<file path="config.mk">
export PLATFORM = sky130hd
export DESIGN_NAME = gray_convert_arbiter
export DESIGN_NICKNAME = d
export VERILOG_FILES = /design/src/rtl/gray_pkg.sv /design/src/rtl/gray_convert_arbiter_core.sv /design/src/rtl/gray_convert_arbiter.sv
export SDC_FILE = /design/constraint.sdc
export NUM_CORES = 1
export LEC_CHECK = 0
export ABC_AREA = 1
export CAP_MARGIN = 25
export CORE_AREA = 2 2 55 57
export DETAILED_ROUTE_END_ITERATION = 12
export DIE_AREA = 0 0 57 59
export PLACE_DENSITY = 0.81
export SLEW_MARGIN = 25
export SYNTH_ARGS = -nofsm -noshare
export SYNTH_HDL_FRONTEND = slang
export SYNTH_HIERARCHICAL = 1
export SYNTH_SLANG_ARGS = --single-unit
</file>
<file path="constraint.sdc">
create_clock -name clk -period 4.2 [get_ports clk]
set_clock_uncertainty 0.05 [all_clocks]
set_input_delay 1.26 -clock clk [delete_from_list [all_inputs] [get_ports clk]]
set_output_delay 1.26 -clock clk [all_outputs]
set_load 0.05 [all_outputs]
</file>
<file path="src/rtl/gray_pkg.sv">
// Shared constants and helpers for the Gray-to-binary arbiter.
// Includes a width-agnostic g2b reference function.
package gray_pkg;

    localparam int DEF_NREQ  = 4;
    localparam int DEF_WIDTH = 4;

    localparam logic [1:0] ST_IDLE = 2'd0;
    localparam logic [1:0] ST_CONV = 2'd1;
    localparam logic [1:0] ST_DONE = 2'd2;

    // Zero-extended inputs convert correctly for any width up to 32.
    function automatic logic [31:0] g2b(input logic [31:0] g);
        logic [31:0] b;
        b[31] = g[31];
        for (int k = 30; k >= 0; k--) begin
            b[k] = b[k+1] ^ g[k];
        end
        return b;
    endfunction

endpackage

</file>
<file path="src/rtl/gray_convert_arbiter_core.sv">
// Combinational Gray-to-binary converter.
// Each binary bit is the XOR of all Gray bits at or above it.
module gray2bin_core #(
    parameter int WIDTH = 4
) (
    input  logic [WIDTH-1:0] i_gray,
    output logic [WIDTH-1:0] o_bin
);

    for (genvar k = 0; k < WIDTH; k++) begin : g_bit
        assign o_bin[k] = ^i_gray[WIDTH-1:k];
    end

endmodule

</file>
<file path="src/rtl/gray_convert_arbiter.sv">
// Round-robin arbiter sharing one Gray-to-binary converter.
// Grant, convert, and release take three clocks per request.
module gray_convert_arbiter
    import gray_pkg::*;
#(
    parameter int NREQ  = DEF_NREQ,
    parameter int WIDTH = DEF_WIDTH,
    parameter int IDW   = $clog2(NREQ)
) (
    input  logic                  clk,
    input  logic                  rst,
    input  logic [NREQ-1:0]       req,
    input  logic [NREQ*WIDTH-1:0] gray_in,
    output logic [NREQ-1:0]       gnt,
    output logic [WIDTH-1:0]      bin_out,
    output logic [IDW-1:0]        bin_id,
    output logic                  bin_valid,
    output logic                  busy
);

    logic [1:0]       r_state;
    logic [IDW-1:0]   r_ptr;
    logic [WIDTH-1:0] r_gray_q;
    logic [IDW-1:0]   r_id_q;
    logic [NREQ-1:0]  r_gnt;
    logic [WIDTH-1:0] r_bin;
    logic [IDW-1:0]   r_bin_id;
    logic             r_bin_valid;

    logic             w_any;
    logic [IDW-1:0]   w_win;
    logic [IDW-1:0]   w_idx;
    logic [WIDTH-1:0] w_sel;
    logic [WIDTH-1:0] w_bin;
    logic [IDW-1:0]   w_ptr_nxt;

    // Search upward from the pointer for the first active request.
    always_comb begin
        w_any = 1'b0;
        w_win = '0;
        w_idx = r_ptr;
        for (int off = 0; off < NREQ; off++) begin
            if (!w_any && req[w_idx]) begin
                w_any = 1'b1;
                w_win = w_idx;
            end
            w_idx = (w_idx == IDW'(NREQ - 1)) ? '0 : w_idx + IDW'(1);
        end
    end

    // Select the winner's operand and compute the next pointer.
    always_comb begin
        w_sel = '0;
        for (int i = 0; i < NREQ; i++) begin
            if (w_win == IDW'(i)) begin
                w_sel = gray_in[i*WIDTH +: WIDTH];
            end
        end
        w_ptr_nxt = (w_win == IDW'(NREQ - 1)) ? '0 : w_win + IDW'(1);
    end

    gray2bin_core #(
        .WIDTH (WIDTH)
    ) u_core (
        .i_gray (r_gray_q),
        .o_bin  (w_bin)
    );

    // Sequencer FSM: arbitrate in IDLE, publish in CONV, retire in DONE.
    always_ff @(posedge clk) begin
        if (rst) begin
            r_state     <= ST_IDLE;
            r_ptr       <= '0;
            r_gray_q    <= '0;
            r_id_q      <= '0;
            r_gnt       <= '0;
            r_bin       <= '0;
            r_bin_id    <= '0;
            r_bin_valid <= 1'b0;
        end else begin
            unique case (r_state)
                ST_IDLE: begin
                    if (w_any) begin
                        r_gnt    <= NREQ'(1) << w_win;
                        r_gray_q <= w_sel;
                        r_id_q   <= w_win;
                        r_ptr    <= w_ptr_nxt;
                        r_state  <= ST_CONV;
                    end
                end
                ST_CONV: begin
                    r_gnt       <= '0;
                    r_bin       <= w_bin;
                    r_bin_id    <= r_id_q;
                    r_bin_valid <= 1'b1;
                    r_state     <= ST_DONE;
                end
                ST_DONE: begin
                    r_bin_valid <= 1'b0;
                    r_state     <= ST_IDLE;
                end
                default: begin
                    r_state <= ST_IDLE;
                end
            endcase
        end
    end

    assign gnt       = r_gnt;
    assign bin_out   = r_bin;
    assign bin_id    = r_bin_id;
    assign bin_valid = r_bin_valid;
    assign busy      = (r_state != ST_IDLE);

endmodule
</file>
==> results.yml, run 1 <==
finish:
  synthToLayoutAreaGrowth_pct: 25.0
  drive_above_1_share_pct: 7.54
  antenna_cells: 0
  fin_nets: 284
clock_network:
  post-cts-setup-buffer-count: 0
  cts_resized: 0
  cts_sinks: 21
  numCtsBuffers: 3
  holdBufCountCts: 0
  clock_path_buffers: 2
  clk_pin_slew_ps: 110
  clk_latency_ps: 300
  htree_levels: 1
  cts_root_buffer: "clkbuf_4"
  cts_tree: "yes"
sta:
  tns_ps: 0
  relSlewSlack_pct: 66.8
  finalCritPeriodShare_pct: 78.7
  finalSetupViolations: 0
  hold_viol: 0
  worstMarginPinSlew_ps: 496
  rsz0062_at_grt: "no"
  worst_slack_ps: 893
  finalMaxSlewViolations: 0
  fin_hold_ws_ps: 437
  min_period_ps: 3310
  fmaxAchievable_mhz: 302
grt:
  grt_usage_pct: 18.8
  grt_pass1_wl_um: 5110
  grt_antenna_before_repair: 0
  gr-total-overflow: 0
  grt_max_degree: 17
  grt_pass1_vias: 1240
power:
  p_int_w: 0.000732
  pwr-share-seq_pct: 20.5
  leakagePower_nw: 0.864
  p_switching_w: 0.000895
  switching_share_pct: 55.0
  vdd.ir_drop.worst_uv: 651
  power.share.clock_pct: 5.9
  power_density_mw_per_mm2: 910
  p_comb_share_pct: 73.7
routing:
  wl_um: 2940
  drt-wirelength-per-cell_um: 10.4
  drcViolationCount: 0
  ant_nets: 0
  vias: 1413
  via_per_inst: 4.99
  first_pass_iters: 4
  first_iter_violations: 48
die:
  die_h_um: 59
  fp.dieW_um: 57
  rows: 19
  core_mm2: 0.00271
  ioPinCount: 34
  initial_utilization_pct: 52.8
  dieArea_mm2: 0.00336
critical_path:
  path_class: "primary input to register"
  critPathCaptureType: "register"
  cp_data_arrival_time_ps: 3470
  start_kind: "primary input"
  critPathMaxFanout: 6
  crit_required_ps: 4360
yosys:
  synthCells: 220
  yosysWarnings: 6
  syn_nets: 251
  yosysSeqAreaShare_pct: 29.4
  ys_types: 23
  yosys_register_bits: 21
  synth_area_per_cell_um2: 6.50
  syn_area_mm2: 0.00143
placed_design:
  io_buffers: 33
  place_ws_ps: 555
  place_congestion: 0.896
  dpl.hpwl_um: 2360
status:
  status: "finished clean"
job:
  maxCapViolations: 0
hold_path:
  min_path_type: "register to register"
-- Yosys cell counts (all sizes together) --
cell | instances | area share (%)
nand3 | 21 | 8.9
ha | 9 | 7.9
xnor2 | 1 | 0.61
inv | 26 | 7.0
buf | 3 | 2.1
clkinv | 1 | 0.26
o21ai | 21 | 7.3
a21oi | 15 | 5.2
nand4 | 6 | 2.6
clkbuf | 2 | 0.53
dfxtp | 21 | 29
nand2 | 71 | 20
nor2 | 23 | 7.7
-- power by group through the flow --
stage	clock network (W)	logic [W]	registers, W
2_1_floorplan	0	0.000832	0.000457
3_3_place_gp	0	0.00118	0.000336
3_5_place_dp	0	0.00120	0.000338
4_1_cts	0.0000979	0.00121	0.000333
5_1_grt	0.000106	0.00135	0.000342
6_report	0.0000956	0.00120	0.000333
-- metal layers --
metal	track usage, %	part of all wire (%)
met4	4.32	0.41
met1	24.6	47
met3	3.93	4.1
met2	32.2	48
met5	0	0
-- stage by stage --
step / util [%] / power [W] / std cells / instance area [um2]
global placement: 65.0 / 0.00152 / 279 / 1760
CTS: 66.0 / 0.00164 / 283 / 1790
floorplan: - / 0.00129 / 220 / 1430
global route: 66.0 / 0.00180 / 283 / 1790
detailed placement: 65.0 / 0.00153 / 279 / 1760
finish: 66.0 / 0.00163 / 283 / 1790
-- worst max-delay path, cell delays in order --
cell and delay [ps]:
clkdlybuf4s50_1 450, nand2_2 90, nand2_1 70, o21ai_1 270
inv_1 100, nand3_1 90, nand3_1 70, nand2_1 130
ha_1 290, inv_1 120, nand3_1 80, nand2_1 50
o21ai_0 70, nand2_1 60, o21ai_0 90, nand2_1 80
nand2_1 60, nor2_1 40
-- sequential cells by signal (all words and copies together), names as in the netlist --
register and flops:
bin_id 2, bin_out 4, bin_valid 1, gnt 4, r_gray_q 4, r_id_q 2, r_ptr 2, r_state 2
-- placed cells by master (no fill, tap or decap), types with 2 or more instances in the layout --
cell	synthesis	routed
nand3_1	18	18
clkdlybuf4s50_1	0	33
nand4_1	6	6
dfxtp_1	21	21
o21ai_1	2	2
inv_1	23	23
nand3_2	2	2
ha_1	9	9
clkbuf_4	0	3
nor2_1	21	21
inv_2	2	2
nand2_2	7	7
o21ai_0	19	19
nand2_1	63	63
a21oi_1	15	15
-- worst paths after layout --
path | cells past startpoint | slack, ps | startpoint | endpoint
setup reg to reg | 19 | 1310 | r_ptr[0] | r_gray_q[3]
hold / removal | 2 | 440 | gnt[1] | gnt[1]
setup / recovery | 18 | 890 | req[3] | r_gray_q[3]
hold reg to reg | 2 | 440 | gnt[1] | gnt[1]
-- kinds of logic (layout without fill, tap and decap cells) --
family | Yosys count | count (layout) | synth area share [%]
buf+inv | 32 | 64 | 9.89
flops | 21 | 21 | 29.4
fa+ha+maj | 9 | 9 | 7.87
compound gates | 36 | 36 | 12.6
simple gates | 121 | 121 | 39.6
xor+xnor | 1 | 1 | 0.613
-- area by class of cell --
| class | count | area, um2 |
|---|---|---|
| Fill cell | 254 | 922 |
| Multi-Input combinational cell | 167 | 868 |
| Sequential cell | 21 | 420 |
| Timing Repair Buffer | 33 | 330 |
| Inverter | 27 | 104 |
| Tap cell | 31 | 38.8 |
| Clock buffer | 4 | 26.3 |
Power figures use the tool's default switching activity.
==> inputs of run 2 (changes only) <==
- CORE_AREA: 2 2 55 57 -> 2 2 58 60
- DIE_AREA: 0 0 57 59 -> 0 0 60 62
- PLACE_DENSITY: 0.81 -> 0.73
- clock period: 4.2 -> 3.2 ns (I/O delays scaled with it)
==> results.yml, run 2 (same netlist as run 1, synthesis figures left out) <==
routing:
  wl_um: 3000
  via_per_inst: 4.63
  vias: 1436
  drt-wirelength-per-cell_um: 9.68
  first_pass_iters: 4
  ant_nets: 0
  first_iter_violations: 59
  drcViolationCount: 0
placed_design:
  place_ws_ps: -58.6
  dp_cells: 306
  place_congestion: 0.843
  io_buffers: 33
  dpl.hpwl_um: 2440
finish:
  antenna_cells: 0
  mostFrequentLayoutCells: "nand2_1, clkdlybuf4s50_1, inv_1"
  layout_commonest_cell: "nand2_1"
  nFillCells: 336
  drive_above_1_share_pct: 12.9
  synthToLayoutAreaGrowth_pct: 33.1
  fin_nets: 296
  stdcell_count: 310
grt:
  grt_usage_pct: 17.2
  grt_pass1_wl_um: 4960
  grt_max_degree: 17
  grt_antenna_before_repair: 0
  gr-total-overflow: 0
  grt_pass1_vias: 1214
critical_path:
  cp_data_arrival_time_ps: 1980
  cp_cell_sequence: "inv_1, ha_1, inv_1, clkdlybuf4s50_1"
  path_delay_family: "buffers and inverters"
  crit_top_cell: "inv_1"
  critical_path_buf_inv_count: 3
  start_kind: "register"
  crit_required_ps: 2190
  critPathCaptureType: "output pin"
  cp_slowest_cell: "clkdlybuf4s50_1"
  cpPeakStageDelay_ps: 800
  critPathMaxFanout: 6
  path_class: "register to output pin"
job:
  maxCapViolations: 0
die:
  fp.dieW_um: 60
  initial_utilization_pct: 45.0
  die_h_um: 62
  ioPinCount: 34
  rows: 21
  core_mm2: 0.00318
  dieArea_mm2: 0.00372
power:
  leakagePower_nw: 0.923
  power_density_mw_per_mm2: 1220
  vdd.ir_drop.worst_uv: 524
clock_network:
  numCtsBuffers: 3
  htree_levels: 1
  clk_pin_slew_ps: 120
  cts_tree: "yes"
  cts_root_buffer: "clkbuf_4"
  clock_path_buffers: 2
  clk_latency_ps: 310
  holdBufCountCts: 0
  cts_sinks: 21
sta:
  hold_viol: 0
  finalSetupViolations: 0
  fmaxAchievable_mhz: 334
  min_period_ps: 2990
  finalCritPeriodShare_pct: 93.5
  worst_slack_ps: 208
  finalMaxSlewViolations: 0
  worstMarginPinSlew_ps: 504
  relSlewSlack_pct: 66.3
status:
  status: "finished clean"
hold_path:
  min_path_type: "register to register"
[run 2: tightest hold or removal path, delay by kind of cell, from the launching register on]
kind            cells  cell delay, ps
compound gates      1              60
buf+inv             1              60
flops               1             310
[run 2: per-layer routing]
layer / track usage [%] / part of all wire, % / up-vias / wire [um]
li1: - / - / 797 / -
met1: 21.8 / 49 / 618 / 1480
met4: 1.90 / 0 / 0 / 0
met3: 4.35 / 2.6 / 0 / 77
met5: 0 / 0 / - / 0
met2: 30.6 / 48 / 21 / 1440
[run 2: through the flow]
step           utilization, %  power, W  area (um2)  hold WS [ps]  TNS (ps)
5_1_grt                  59.9   0.00260        1900           442  -0.00244
2_1_floorplan               -   0.00169        1430           383         0
3_5_place_dp             58.8   0.00219        1870           405      -192
6_report                 59.9   0.00232        1900           401         0
3_3_place_gp             58.8   0.00219        1870           405     -27.2
4_1_cts                  59.7   0.00233        1900           419         0
[run 2: where the power goes]
part           internal [W]  switching [W]  total [W]
registers          0.000364      0.0000600   0.000424
clock network     0.0000467      0.0000809   0.000128
logic              0.000704        0.00107    0.00177
[run 2: timing repair]
| action | 4_1_cts | 5_1_grt |
|---|---|---|
| endpoints found under the setup margin | 0 | 1 |
| buffers inserted | 0 | 0 |
| resized for setup | 0 | 2 |
[run 2: final timing paths]
kind | startpoint | to | slack [ps] | cells past startpoint
setup / recovery | r_state[0] | busy | 210 | 4
hold / removal | r_id_q[1] | bin_id[1] | 400 | 2
setup reg to reg | r_ptr[1] | r_gray_q[2] | 610 | 19
hold reg to reg | r_id_q[1] | bin_id[1] | 400 | 2
[run 2: final cells by class]
type,instances,area [um2],area share (%)
multi-input combinational,167,873,45.9
sequential,21,420,22.1
timing repair buffer,45,420,22.1
inverter,27,104,5.46
tap,46,57.6,3.02
clock buffer,3,22.5,1.18
clock inverter,1,5.00,0.263
